[src/rtl/uart_cmd_parser_if.sv]
// Byte-stream input from uart_rx and the command/error outputs of uart_cmd_parser.
//   rx_data/rx_ready   : byte and its one-cycle strobe from uart_rx
//   cmd_valid/cmd_ready: command handshake toward the register logic
//   cmd_op/addr/data   : decoded command fields
//   err_*              : one-cycle error pulses
// master = the side that feeds bytes and consumes commands; slave = the parser.
interface uart_cmd_parser_if;
  logic [7:0]  rx_data;
  logic        rx_ready;
  logic        cmd_valid;
  logic        cmd_ready;
  logic [7:0]  cmd_op;
  logic [7:0]  cmd_addr;
  logic [15:0] cmd_data;
  logic        err_checksum;
  logic        err_timeout;
  logic        err_overrun;

  modport master (
    output rx_data, rx_ready, cmd_ready,
    input  cmd_valid, cmd_op, cmd_addr, cmd_data,
    input  err_checksum, err_timeout, err_overrun
  );

  modport slave (
    input  rx_data, rx_ready, cmd_ready,
    output cmd_valid, cmd_op, cmd_addr, cmd_data,
    output err_checksum, err_timeout, err_overrun
  );
endinterface

[src/rtl/uart_cmd_parser.sv]
// uart_cmd_parser: assembles 6-byte frames (SYNC, OP, ADDR, DATA_HI, DATA_LO, CSUM)
// from a uart_rx byte stream and presents good frames on a valid/ready handshake.
// CSUM = OP ^ ADDR ^ DATA_HI ^ DATA_LO. Checksum errors, inter-byte timeouts and
// bytes arriving while a command is pending produce one-cycle error pulses.
// Ports:
//   clk   : system clock
//   reset : asynchronous, active-low reset
//   bus   : uart_cmd_parser_if.slave (rx byte input, command output, error pulses)
module uart_cmd_parser #(
  parameter logic [7:0]  SYNC_BYTE      = 8'hA5,
  parameter logic [19:0] TIMEOUT_CYCLES = 20'd86800
) (
  input logic              clk,
  input logic              reset,
  uart_cmd_parser_if.slave bus
);

  typedef enum logic [2:0] {
    S_SYNC, S_OP, S_ADDR, S_DHI, S_DLO, S_CSUM, S_HOLD
  } state_t;

  state_t      state, state_nxt;
  logic [19:0] tmo_cnt, tmo_cnt_nxt;
  logic [7:0]  acc, acc_nxt;
  logic [7:0]  sh_op, sh_addr, sh_dhi, sh_dlo;
  logic [7:0]  cmd_op_q, cmd_addr_q;
  logic [15:0] cmd_data_q;
  logic        err_chk_q, err_tmo_q, err_ovr_q;
  logic        err_chk_nxt, err_tmo_nxt, err_ovr_nxt, load_cmd;
  logic        rx_ready, cmd_ready, sync_hit, csum_ok, tmo_hit;
  logic [7:0]  rx_data;

  // Expiry is checked against the count held this cycle, so the timeout fires
  // on the TIMEOUT_CYCLES-th idle cycle after the last accepted byte.
  function automatic logic tmo_expired(input logic [19:0] cnt);
    return cnt == (TIMEOUT_CYCLES - 20'd1);
  endfunction

  assign rx_data   = bus.rx_data;
  assign rx_ready  = bus.rx_ready;
  assign cmd_ready = bus.cmd_ready;
  assign sync_hit  = (rx_data == SYNC_BYTE);
  assign csum_ok   = (rx_data == acc);
  assign tmo_hit   = tmo_expired(tmo_cnt);

  // State register
  always_ff @(posedge clk or negedge reset) begin
    if (!reset) state <= S_SYNC;
    else        state <= state_nxt;
  end

  // Next-state logic: one transition per accepted byte, or on timeout/handshake
  always_comb begin
    state_nxt = state;
    case (state)
      S_SYNC: if (rx_ready && sync_hit) state_nxt = S_OP;
      S_OP:   if (rx_ready) state_nxt = S_ADDR; else if (tmo_hit) state_nxt = S_SYNC;
      S_ADDR: if (rx_ready) state_nxt = S_DHI;  else if (tmo_hit) state_nxt = S_SYNC;
      S_DHI:  if (rx_ready) state_nxt = S_DLO;  else if (tmo_hit) state_nxt = S_SYNC;
      S_DLO:  if (rx_ready) state_nxt = S_CSUM; else if (tmo_hit) state_nxt = S_SYNC;
      S_CSUM: begin
        if (rx_ready)     state_nxt = csum_ok ? S_HOLD : S_SYNC;
        else if (tmo_hit) state_nxt = S_SYNC;
      end
      // A byte arriving with the accepting handshake is treated as if already in S_SYNC.
      S_HOLD: if (cmd_ready) state_nxt = (rx_ready && sync_hit) ? S_OP : S_SYNC;
      default: state_nxt = S_SYNC;
    endcase
  end

  // Output/datapath decode: next values of accumulator, counter and error pulses
  always_comb begin
    err_chk_nxt = 1'b0;
    err_tmo_nxt = 1'b0;
    err_ovr_nxt = 1'b0;
    load_cmd    = 1'b0;
    acc_nxt     = acc;
    tmo_cnt_nxt = 20'd0;
    case (state)
      S_SYNC: if (rx_ready && sync_hit) acc_nxt = 8'h00;
      S_OP, S_ADDR, S_DHI, S_DLO: begin
        if (rx_ready)     acc_nxt = acc ^ rx_data;
        else if (tmo_hit) err_tmo_nxt = 1'b1;
        else              tmo_cnt_nxt = tmo_cnt + 20'd1;
      end
      S_CSUM: begin
        if (rx_ready) begin
          if (csum_ok) load_cmd    = 1'b1;
          else         err_chk_nxt = 1'b1;
        end else if (tmo_hit) begin
          err_tmo_nxt = 1'b1;
        end else begin
          tmo_cnt_nxt = tmo_cnt + 20'd1;
        end
      end
      S_HOLD: begin
        if (cmd_ready) begin
          if (rx_ready && sync_hit) acc_nxt = 8'h00;
        end else if (rx_ready) begin
          err_ovr_nxt = 1'b1;
        end
      end
      default: ;
    endcase
  end

  always_ff @(posedge clk or negedge reset) begin
    if (!reset) begin
      tmo_cnt    <= 20'd0;
      acc        <= 8'h00;
      err_chk_q  <= 1'b0;
      err_tmo_q  <= 1'b0;
      err_ovr_q  <= 1'b0;
      cmd_op_q   <= 8'h00;
      cmd_addr_q <= 8'h00;
      cmd_data_q <= 16'h0000;
    end else begin
      tmo_cnt   <= tmo_cnt_nxt;
      acc       <= acc_nxt;
      err_chk_q <= err_chk_nxt;
      err_tmo_q <= err_tmo_nxt;
      err_ovr_q <= err_ovr_nxt;
      if (load_cmd) begin
        cmd_op_q   <= sh_op;
        cmd_addr_q <= sh_addr;
        cmd_data_q <= {sh_dhi, sh_dlo};
      end
    end
  end

  // Shadow registers only matter once a whole frame has been seen, so no reset.
  always_ff @(posedge clk) begin
    if (rx_ready) begin
      case (state)
        S_OP:    sh_op   <= rx_data;
        S_ADDR:  sh_addr <= rx_data;
        S_DHI:   sh_dhi  <= rx_data;
        S_DLO:   sh_dlo  <= rx_data;
        default: ;
      endcase
    end
  end

  // S_HOLD is entered on the same edge that would set a valid flag, so it is the flag.
  assign bus.cmd_valid    = (state == S_HOLD);
  assign bus.cmd_op       = cmd_op_q;
  assign bus.cmd_addr     = cmd_addr_q;
  assign bus.cmd_data     = cmd_data_q;
  assign bus.err_checksum = err_chk_q;
  assign bus.err_timeout  = err_tmo_q;
  assign bus.err_overrun  = err_ovr_q;

endmodule

[src/flat_wrapper.sv]
// flat-port wrapper written by rule: the top's interface ports become plain ports
module uart_cmd_parser_flat 
#(
  parameter logic [7:0]  SYNC_BYTE      = 8'hA5,
  parameter logic [19:0] TIMEOUT_CYCLES = 20'd86800
)
  (clk, reset, bus_rx_data, bus_rx_ready, bus_cmd_ready, bus_cmd_valid, bus_cmd_op, bus_cmd_addr, bus_cmd_data, bus_err_checksum, bus_err_timeout, bus_err_overrun);
  uart_cmd_parser_if bus_i ();
  input logic clk;
  input logic reset;
  input wire logic [$bits(bus_i.rx_data)-1:0] bus_rx_data;
  input wire logic [$bits(bus_i.rx_ready)-1:0] bus_rx_ready;
  input wire logic [$bits(bus_i.cmd_ready)-1:0] bus_cmd_ready;
  output wire logic [$bits(bus_i.cmd_valid)-1:0] bus_cmd_valid;
  output wire logic [$bits(bus_i.cmd_op)-1:0] bus_cmd_op;
  output wire logic [$bits(bus_i.cmd_addr)-1:0] bus_cmd_addr;
  output wire logic [$bits(bus_i.cmd_data)-1:0] bus_cmd_data;
  output wire logic [$bits(bus_i.err_checksum)-1:0] bus_err_checksum;
  output wire logic [$bits(bus_i.err_timeout)-1:0] bus_err_timeout;
  output wire logic [$bits(bus_i.err_overrun)-1:0] bus_err_overrun;
  assign bus_i.rx_data = bus_rx_data;
  assign bus_i.rx_ready = bus_rx_ready;
  assign bus_i.cmd_ready = bus_cmd_ready;
  assign bus_cmd_valid = bus_i.cmd_valid;
  assign bus_cmd_op = bus_i.cmd_op;
  assign bus_cmd_addr = bus_i.cmd_addr;
  assign bus_cmd_data = bus_i.cmd_data;
  assign bus_err_checksum = bus_i.err_checksum;
  assign bus_err_timeout = bus_i.err_timeout;
  assign bus_err_overrun = bus_i.err_overrun;
  uart_cmd_parser #(.SYNC_BYTE(SYNC_BYTE), .TIMEOUT_CYCLES(TIMEOUT_CYCLES)) u_core (.clk(clk), .reset(reset), .bus(bus_i));
endmodule
[config.mk]
export PLATFORM = sky130hd
export DESIGN_NAME = uart_cmd_parser_flat
export DESIGN_NICKNAME = d
export VERILOG_FILES = /design/src/rtl/uart_cmd_parser_if.sv /design/src/rtl/uart_cmd_parser.sv /design/src/flat_wrapper.sv
export SDC_FILE = /design/constraint.sdc
export NUM_CORES = 1
export LEC_CHECK = 0
export CAP_MARGIN = 20
export CELL_PAD_IN_SITES_DETAIL_PLACEMENT = 0
export CELL_PAD_IN_SITES_GLOBAL_PLACEMENT = 1
export CORE_MARGIN = 2
export CORE_UTILIZATION = 55
export DETAILED_ROUTE_END_ITERATION = 16
export DONT_BUFFER_PORTS = 1
export PLACE_DENSITY = 0.83
export SYNTH_ARGS = -nofsm -noshare
export SYNTH_HDL_FRONTEND = slang
export SYNTH_SLANG_ARGS = --single-unit
[constraint.sdc]
create_clock -name clk -period 3.8 [get_ports clk]
set_clock_uncertainty 0.1 [all_clocks]
set_input_delay 0.57 -clock clk [delete_from_list [all_inputs] [get_ports clk]]
set_output_delay 0.57 -clock clk [all_outputs]
set_load 0.1 [all_outputs]
# Word level (Yosys, flattened, before mapping)
# Index checks and enable logic that the tools add are counted.
[word_totals] reg_bits=98 in_bits=12 out_inout_bits=36 wordCells=68
[classes] add_sub_neg=1 eq_ne=12 n_mux=30 bitwise=1 n_reduce_logical=11
[op_table] op="$mux W20" count=3
[op_table] op="$mux W3" count=9
[op_table] op="$mux W8" count=3
[op_table] op="$pmux W8 S3" count=1
[op_table] op="$pmux W3 S7" count=1
[op_table] op="$add A20 B1 Y20 const B" count=1
[op_table] op="$eq A20 B17 Y1 const B" count=1
[op_table] op="$mux W1" count=13
[op_table] op="$reduce_and A2 Y1" count=5
[op_table] op="$eq A3 B3 Y1 const B" count=3
[op_table] op="$eq A8 B8 Y1" count=1
[op_table] op="$eq A8 B8 Y1 const B" count=1
[op_table] op="$xor A8 B8 Y8" count=1
[op_table] op="$eq A3 B2 Y1 const B" count=2
[op_table] op="$reduce_or A5 Y1" count=1
[op_table] op="$ne A2 B2 Y1 const B" count=2
[op_table] op="$reduce_or A4 Y1" count=1
[op_table] op="$eq A3 B1 Y1 const B" count=1
[op_table] op="$logic_not A3 Y1" count=1
[op_table] op="$reduce_and A3 Y1" count=1
[op_table] op="$reduce_bool A3 Y1" count=1
[op_table] op="$ne A2 B1 Y1 const B" count=1
[op_table] op="$logic_and A1 B1 Y1" count=1

# Depth between registers and ports, before layout
[logic_depth] word_depth=5 depth_mapped=7 depth_no_buf=5

# Worst setup path before layout
# OpenSTA, ideal clock, no wires.
[synth_timing] kind="reg2out" startpoint="register u_core.state[2]" endpoint="output port bus_cmd_valid" arrival_ns=1.922 required_time_ns=3.130 path_slack_ns=1.208 stages_incl_launch_ff=4 path_cell_list="dfrtp_1 clkbuf_1 nand2_1 nor2_1"
[synth_via] elab_chain_len=1
[synth_rtl] element="from (decl)" line_no="uart_cmd_parser.sv:22" source="state_t state, state_nxt;"
[synth_rtl] element="from (signal assigned)" line_no="uart_cmd_parser.sv:49" source="else state <= state_nxt;"
[synth_rtl] element="$eq A3 B3 Y1" line_no="uart_cmd_parser.sv:145" source="assign bus.cmd_valid = (state == S_HOLD);"
[synth_rtl] element="to (decl)" line_no="flat_wrapper.sv:14" source="output wire logic [$bits(bus_i.cmd_valid)-1:0] bus_cmd_valid;"
# Every way passes these cells.

# Worst setup path in the final report
# Same ends and word-level chain as after synthesis.

==> summary.txt <==
Timing
  • Worst hold slack: 173 ps
  • RSZ-0062 raised after global routing: false
  • Actual slew at the worst max-slew pin: 1050 ps
  • Tmin final: 2340 ps
  • Slew Limit Fails: 0
  • Peak Freq: 427 MHz
  • Setup violators final: 0
  • Final Hold Viols: 0
  • Final setup margin: 1460 ps
  • TNS Setup: 0 ps
  • Period utilization: 61.7%
  • Max_slew headroom: 29.6%

Place
  • IO Port Bufs: 0
  • Cell total after placement: 397
  • Setup Slack @ Placement: 1660 ps
  • Gpl congestion: 0.798
  • Dpl hpwl: 5070 um

Power and ir drop
  • Leakage power: 1.79 nW
  • VDD IR-drop max: 0.241 mV
  • Pwr Total: 2.25 mW
  • Power Density: 513 nW/um^2

Logic synthesis
  • Async SR Flop Fraction: 67.3%
  • Post-synth top area cell: dfrtp_1
  • Top cells by count, synth: dfrtp_1, edfxtp_1, mux2_2
  • Most frequent cell after synthesis: dfrtp_1
  • Count of cell types in the netlist: 44
  • Cell count after synthesis: 308
  • Largest cells by area after synthesis: dfrtp_1, edfxtp_1, mux2_2
  • EDFF count, synth: 32
  • Syn avg cell area: 13.1 sq um
  • Synth top area share: 40.9%
  • Yosys warnings: 0
  • Syn nets: 321
  • Post-Syn Area: 4040 sq um
  • Sequential element share of the synthesized area: 64.7%
  • Seq cells post-synth: 98
  • Ys flop type: dfrtp_1

CTS
  • PostCTS Resize Cnt: 0
  • CTS sink count: 98
  • Post-CTS Setup Inserts: 0
  • Htree depth: 3
  • Clk buf depth: 2
  • Post-cts hold buffer count: 2
  • Root buffer cell: clkbuf_8
  • Latest clock arrival within the worst-skew pair: 370 ps
  • CTS tree: yes
  • CTS buffer count: 9
  • Clock Pin Slew Worst Setup and Hold Paths: 100 ps

Floorplanning
  • Full die area: 8040 sq um
  • Die H: 89.7 um
  • Core area: 7180 sq um
  • Die X-Extent: 89.7 um
  • Initial Util: 56.3%
  • Rows: 31
  • Ports: 48

Route
  • DRT Wirelength: 7880 um
  • Via count: 2396
  • Drt first pass iters: 4
  • Initial DRC Count: 133
  • # DRC: 0
  • Via density: 5.77
  • Drt wl/cell: 19.0 um
  • Final ANT Viol Nets: 0

Finish
  • Area grow syn2layout: 8.46%
  • Antenna Cells: 0
  • Fill count: 567
  • Final #Nets: 324
  • Finished Layout Cells: 415
  • Layout cells sized above 1: 19.9%

Critical path
  • Critical Path End Type: output port
  • Critical Path RT: 3130 ps
  • Start point of the critical path: u_core.state[2]
  • Reg2Reg Depth: 5
  • Worst EP arrival: 1670 ps
  • Reg-to-reg endpoint: u_core.tmo_cnt[5]
  • Max FO, Critical Path: 17
  • R2R Setup Slk: 1640 ps
  • Critical path startpoint category: register
  • CP endpoint: bus_cmd_valid
  • Worst reg2reg startpoint: u_core.state[1]
  • Setup CP Type: reg -> out

GRT
  • Initial antenna violation count: 0
  • Gr usage total: 21.0%
  • Largest net degree at the start of global routing: 67
  • Global-route wire length before repair: 12300 um
  • Vias in the first global route: 2403
  • Total grt overflow: 0

Status
  • Outcome: complete, no violations

Hold path
  • Worst Hold Class: in -> reg
  • Hold Path Stages: 1

Job
  • # Max-Cap Violations: 0
-- how the worst min path moves through the flow --
stage | startpoint | endpoint | slack (ps)
2_1_floorplan | reset | u_core.acc[0] | 170
3_3_place_gp | reset | u_core.bus.cmd_op[3] | 180
3_5_place_dp | reset | u_core.bus.cmd_data[15] | 180
4_1_cts | bus_cmd_ready | u_core.bus.err_overrun | 150
5_1_grt | bus_cmd_ready | u_core.bus.err_overrun | 160
6_report | bus_cmd_ready | u_core.bus.err_overrun | 170
-- where the power goes --
part           total (mW)  internal, mW  switching [mW]
Sequential           1.30          1.20           0.102
Clock               0.654         0.257           0.397
Combinational       0.292         0.115           0.177
-- cell usage in the layout, fill, tap and decap left out, types with 3 or more instances in the layout --
cell type  Yosys  final
xor2_1         7      7
dfrtp_1       66     66
xnor2_1       14     14
nor4_1         3      3
nand4_1       14     14
nand3_1       13     13
inv_1          6      6
mux2_2        32     32
a21oi_1       10     10
a31oi_1        3      3
clkbuf_8       0      9
nor2_1        23     22
edfxtp_1      32     32
nor3_1         5      5
nand2_1       12     12
o21ai_0       14     14
buf_4          0      4
or3_1          5      5
-- cell type report --
type	count	area, sq um	area share [%]
clock buffers	9	124	2.83
clock inverters	7	72.6	1.66
inverters	6	22.5	0.514
multi-input cells	190	1360	31.0
flip-flops and latches	98	2610	59.7
well taps	99	124	2.83
repair buffers	6	67.6	1.54
-- logic make-up (layout without fill, tap and decap cells) --
logic type	after synthesis	after routing	synth area share, %
simple gates	99	99	14.1
flops	98	98	64.7
compound gates	37	37	5.33
mux	32	32	8.93
xor+xnor	21	21	4.56
buf+inv	20	28	2.08
fa+ha+maj	1	1	0.310
-- state kept, by name (all words and copies together) (netlist names) --
register and cells:
u_core.tmo_cnt 20, u_core.bus.cmd_data 16, u_core.acc 8, u_core.bus.cmd_addr 8, u_core.bus.cmd_op 8, u_core.sh_addr 8
u_core.sh_dhi 8, u_core.sh_dlo 8, u_core.sh_op 8, u_core.state 3, u_core.bus.err_checksum 1, u_core.bus.err_overrun 1
u_core.bus.err_timeout 1
-- layer usage --
layer	part of all wire, %	global-route usage, %
met3	4.8	3.56
met2	49	32.4
met4	2.0	10.4
met1	44	28.9
met5	0	0
-- critical path, stage by stage (launching register included) --
cell     delay (ps)
dfrtp_1         640
nand2_1         210
nor2_2          150
buf_4           300
-- per-stage QoR --
| step | instance area, sq um | util, % |
|---|---|---|
| 6_report | 4380 | 61.0 |
| 5_1_grt | 4380 | 61.0 |
| 3_5_place_dp | 4140 | 57.8 |
| 4_1_cts | 4380 | 61.0 |
| 2_1_floorplan | 4040 | - |
| 3_3_place_gp | 4140 | 57.8 |
(Power assumes the default switching activity.)
==> variant 1, RTL diff (same settings) <==
`TIMEOUT_CYCLES` is set to 20'd86800 in 2 places; all go to 20'd65536.
--- a/src/rtl/uart_cmd_parser.sv
+++ b/src/rtl/uart_cmd_parser.sv
@@ -9,5 +9,5 @@
 module uart_cmd_parser #(
   parameter logic [7:0]  SYNC_BYTE      = 8'hA5,
-  parameter logic [19:0] TIMEOUT_CYCLES = 20'd86800
+  parameter logic [19:0] TIMEOUT_CYCLES = 20'd65536
 ) (
   input logic              clk,
--- a/src/flat_wrapper.sv
+++ b/src/flat_wrapper.sv
@@ -3,5 +3,5 @@
 #(
   parameter logic [7:0]  SYNC_BYTE      = 8'hA5,
-  parameter logic [19:0] TIMEOUT_CYCLES = 20'd86800
+  parameter logic [19:0] TIMEOUT_CYCLES = 20'd65536
 )
   (clk, reset, bus_rx_data, bus_rx_ready, bus_cmd_ready, bus_cmd_valid, bus_cmd_op, bus_cmd_addr, bus_cmd_data, bus_err_checksum, bus_err_timeout, bus_err_overrun);
Function: same outputs for any inputs over 10 cycles, from zero or initial values and one cycle with reset low; that may be too few to reach the edited logic, so the function may still have changed.
==> variant 1 against the unedited design <==
Sequential cell count unchanged. Synthesized cell count down 4.5%. Via count down 1.8%. Highest routed layer unchanged. Setup slack worse by 0.21 ns. Power down 0.28%. Cell area down 2.2%. Area after synthesis down 2.0%. Die area down 1.9%. Wire length down 9.3%. Critical path type is now register to register. First-iteration DRC count down 2.3%.
==> variant 1: results (changes against the unedited design) <==
[yosys]
synth-compound-area-share = 0.0452  ; -0.00811
syn_nets = 307  ; -4.4%
synthFlopType = dfrtp_1
async_flop_share = 0.673  ; unchanged
yosysUniqueCellTypes = 37  ; -16%
synth_edf_count = 32  ; unchanged
muxShareOfSynthArea = 0.0911  ; +0.00178
synth_fa_ha_area_frac = 0.00316  ; +0.0000617
synthTopCellsByCount = 66 x dfrtp_1, 32 x edfxtp_1, 32 x mux2_2
synth_xor_area_frac = 0.0509  ; +0.00533
synth_area_leaders = dfrtp_1 42%, edfxtp_1 24%, mux2_2 9.1%, xnor2_1 3.5%, nand4_1 2.4%
synth.yosys.seq_area_share = 0.660  ; +0.0129

[worst_setup_path]
rrSetupSlack_ns = 1.24  ; -0.40 ns
worstPathMaxFanout = 23  ; +6
worstPathArrival_ns = 2.69  ; +1.02 ns

[routing]
drt_iter0_drc = 130  ; -2.3%
drt-total-wl_um = 7140  ; -9.3%
drt_pass1_iterations = 4  ; unchanged
via_per_inst = 5.89  ; +1.9%

[place]
dp_hpwl_um = 4540  ; -10%
postPlaceCellArea_mm2 = 0.00406  ; -2.0%
gp_congestion = 0.806  ; +1.1%
portBuffers = 0  ; unchanged

[cts]
clock_latency_ns = 0.36
post_cts_buffers = 0  ; unchanged

[pwr]
p_leak_nw = 1.76  ; -1.8%
ir_drop_mv = 0.292  ; +22%

[cells_and_area]
top_register = u_core.tmo_cnt
drive_gt1_frac = 0.181  ; -0.0184

[sta]
timing.hold.ws_ns = 0.198  ; +0.0246 ns
max_slew.worst_pin.slew_ns = 0.939  ; -0.114 ns

[outcome]
status = finished, final reports clean

[global_routing]
grtUsageTotal = 0.201  ; -0.00863
grt_pass1_wl_um = 11700  ; -4.9%
grt_max_degree = 67  ; unchanged
first_global_vias = 2334  ; -2.9%

-- variant 1: cell count changes after synthesis, moves of 2 or more --
cell      unedited run  this run
inv_1                6         4
a21oi_1             10         8
o31ai_1              2         0
and3b_1              0         3
nand2_1             12         8
o21bai_1             2         0
buf_2                6         4
and2_1               0         2
nand3_1             13        15
nand3b_1             2         0
a31oi_1              3         1
xnor2_1             14        16
-- variant 1: where the power goes --
part	switching, W	internal (W)	leakage (nW)	total [W]
clock network	0.000385	0.000254	0.0913	0.000639
logic	0.000171	0.000119	0.475	0.000291
registers	0.000104	0.00121	1.19	0.00131
total	0.000661	0.00158	1.76	0.00224
-- variant 1: cell type report --
type | count | area [um2]
flip-flops and latches | 98 | 2610
repair buffers | 5 | 60.1
fillers | 548 | 2590
clock buffers | 10 | 128
multi-input cells | 181 | 1290
clock inverters | 6 | 56.3
well taps | 96 | 120
inverters | 4 | 15.0
-- variant 1: final timing paths --
check                                       startpoint                                   to  depth (start not counted)
max in group asynchronous                        reset  u_core.bus.cmd_data[11]$_DFFE_PN0P_                          2
max                        u_core.state[1]$_DFFE_PN0P_   u_core.bus.cmd_data[5]$_DFFE_PN0P_                          4
max reg2reg                u_core.state[1]$_DFFE_PN0P_   u_core.bus.cmd_data[5]$_DFFE_PN0P_                          4
min reg2reg                  u_core.sh_op[3]$_DFFE_PP_     u_core.bus.cmd_op[3]$_DFFE_PN0P_                          1
min                                     bus_rx_data[7]          u_core.sh_addr[7]$_DFFE_PP_                          0
min in group asynchronous                        reset   u_core.bus.cmd_addr[7]$_DFFE_PN0P_                          2
-- variant 1: what timing repair did --
| action | in CTS | in global routing |
|---|---|---|
| resized for setup | 0 | 0 |
| endpoints found under the hold margin | 66 | 0 |
| hold buffers | 2 | 0 |
-- variant 1: through the flow --
stage | setup slack (ns) | cells
4_1_cts | 1.21 | 400
3_3_place_gp | 1.16 | 382
6_report | 1.24 | 400
5_1_grt | 1.05 | 400
2_1_floorplan | 1.26 | 294
3_5_place_dp | 1.09 | 382
-- variant 1: kinds of logic after synthesis --
family / count (synthesis)
multiplexers: 32
XOR/XNOR: 23
buffers and inverters: 15
adder cells (fa/ha/maj): 1
AND/OR/NAND/NOR: 94
AO/OA/AOI/OAI: 31
flip-flops: 98
-- variant 1: metal layers --
| layer | global-route usage | up-vias | wire, um |
|---|---|---|---|
| met5 | 0 | - | 0 |
| met3 | 0.0438 | 12 | 367 |
| met4 | 0.0826 | 0 | 104 |
| met1 | 0.261 | 1187 | 3090 |
| li1 | - | 1089 | - |
| met2 | 0.329 | 66 | 3580 |
-- variant 1: critical path, stage by stage (launching register included) --
cell and delay, ns:
dfrtp_1 0.56, nand4b_1 0.30, nor3_2 0.64, buf_4 0.43, mux2_2 0.38
==> variant 2, RTL diff (same settings) <==
Without the edit above. Reset style: synchronous (`reset`), changed in 2 clocked blocks. Comments in the files are not updated.
--- a/src/rtl/uart_cmd_parser.sv
+++ b/src/rtl/uart_cmd_parser.sv
@@ -45,5 +45,5 @@
 
   // State register
-  always_ff @(posedge clk or negedge reset) begin
+  always_ff @(posedge clk) begin
     if (!reset) state <= S_SYNC;
     else        state <= state_nxt;
@@ -105,5 +105,5 @@
   end
 
-  always_ff @(posedge clk or negedge reset) begin
+  always_ff @(posedge clk) begin
     if (!reset) begin
       tmo_cnt    <= 20'd0;
Formal check against the unedited RTL: differs if reset is asserted again (counterexample within 10 cycles, from zero or initial values and one cycle with reset low); with reset held inactive, the same outputs for 10 cycles.
==> variant 2 against the unedited design <==
Cell area fell by 5.1%. Global-route usage fell by 0.41 points. Utilization fell by 0.54 points. Register-to-register slack got worse by 0.17 ns. Sequential cell count did not move. Cell count rose by 15%. Area after synthesis fell by 2.6%. Wire length fell by 6.1%. Non-clock buffer count fell by 3. Setup slack got worse by 0.31 ns.
Power is not compared: it rests on default switching activity, and its combinational part moved more than twofold at a synthesized area within 25%.
==> variant 2: results (changes against the unedited design) <==
[outcome]
status = finished, final reports clean

[routing]
wl_per_cell_um = 15.5  ; -18%
drt_pass1_iterations = 4  ; unchanged
route.detailed.drc = 0  ; unchanged
via_per_inst = 5.59  ; -3.1%
drt_iter0_drc = 136  ; +2.3%

[min_path]
hold_depth = 1  ; unchanged
min_to = u_core.bus.err_overrun$_SDFF_PP0_
holdCritPathClass = primary input to register

[yosys]
avgSynthCellArea_um2 = 10.2  ; -22%
async_flop_share = 0  ; -0.673
synthTopCellsByCount = 66 x dfxtp_1, 42 x nand2_1, 36 x nand3_1
synthFlopType = dfxtp_1
synth_area_leaders = dfxtp_1 34%, edfxtp_1 24%, xnor2_1 4.9%, nand3_1 4.6%, o21ai_0 4.1%
synth_edf_count = 32  ; unchanged
syn_nets = 397  ; +24%
yosysUniqueCellTypes = 41  ; -6.8%
synth.yosys.seq_area_share = 0.581  ; -0.0667

[global_routing]
grt_max_degree = 70  ; +4.5%
first_global_vias = 2461  ; +2.4%
grt_pass1_wl_um = 12200  ; -0.34%
grtUsageTotal = 0.206  ; -0.00407

[worst_setup_path]
worstReg2RegStart = u_core.state[0]$_SDFFE_PN0P_
worstPathArrival_ns = 1.98  ; +0.31 ns
r2r_cells = 5  ; unchanged
worstPathMaxFanout = 10  ; -7
cp_top_family = simple AND/OR/NAND/NOR gates
rrSetupSlack_ns = 1.47  ; -0.17 ns
cp_slowest_cell = nor2_2
r2r-end = u_core.acc[0]$_SDFFE_PN0P_
cp_slowest_stage_delay_ns = 0.86  ; +0.22 ns

[place]
dp_cells = 460  ; +16%
portBuffers = 0  ; unchanged
gp_congestion = 0.816  ; +2.4%
dp_hpwl_um = 4880  ; -3.6%

[cts]
clockBufferDepth = 2  ; unchanged
cts_resized = 0  ; unchanged
clock_latency_ns = 0.35  ; -0.02 ns
post_cts_buffers = 0  ; unchanged

[pwr]
p_clk_frac = 0.372
internal_power_w = 0.00136
comb_power_share = 0.009

[sta]
maxSlewHeadroom = 0.293  ; -0.00351
finalSetupViolCount = 0  ; unchanged

[cells_and_area]
drive_gt1_frac = 0.100  ; -0.0994
n_antenna_cell = 0  ; unchanged
final_cells = 476  ; +15%
nets = 388  ; +20%

## variant 2: routing by layer
| metal | track usage | part of all wire | vias to the layer above |
|---|---|---|---|
| li1 | - | - | 1340 |
| met1 | 0.288 | 0.47 | 1246 |
| met2 | 0.319 | 0.47 | 72 |
| met3 | 0.0494 | 0.056 | 4 |
| met4 | 0.0620 | 0.0057 | 0 |
| met5 | 0 | 0 | - |
## variant 2: through the flow
step / util / area [um2] / power [W] / hold WS (ns)
after floorplan: - / 3930 / 0.00113 / 0.323
after global placement: 0.577 / 3960 / 0.00112 / 0.338
after detailed placement: 0.577 / 3960 / 0.00112 / 0.342
after CTS: 0.605 / 4150 / 0.00176 / 0.187
after global routing: 0.605 / 4150 / 0.00180 / 0.183
final: 0.605 / 4150 / 0.00174 / 0.201
## variant 2: cell families after synthesis
group           share of synthesized area
simple gates                        0.227
fa+ha+maj                         0.00318
flops                               0.581
compound gates                     0.0891
xor+xnor                           0.0621
buf+inv                            0.0379
## variant 2: worst max path at each step
stage	start	to	depth (start not counted)	slack, ns
floorplan	u_core.state[2]$_SDFFE_PN0P_	bus_cmd_valid	3	1.25
global placement	u_core.state[2]$_SDFFE_PN0P_	bus_cmd_valid	2	1.56
detailed placement	u_core.state[0]$_SDFFE_PN0P_	u_core.acc[7]$_SDFFE_PN0P_	5	1.51
CTS	u_core.state[2]$_SDFFE_PN0P_	bus_cmd_valid	2	1.15
global route	u_core.state[2]$_SDFFE_PN0P_	bus_cmd_valid	2	1.06
finish	u_core.state[2]$_SDFFE_PN0P_	bus_cmd_valid	2	1.15
## variant 2: final cells by class
type	instances	area, um2
fill	588	2720
sequential	98	2280
multi-input combinational	255	1510
clock buffer	10	138
tap	96	120
clock inverter	6	53.8
inverter	8	30.0
timing repair buffer	3	22.5
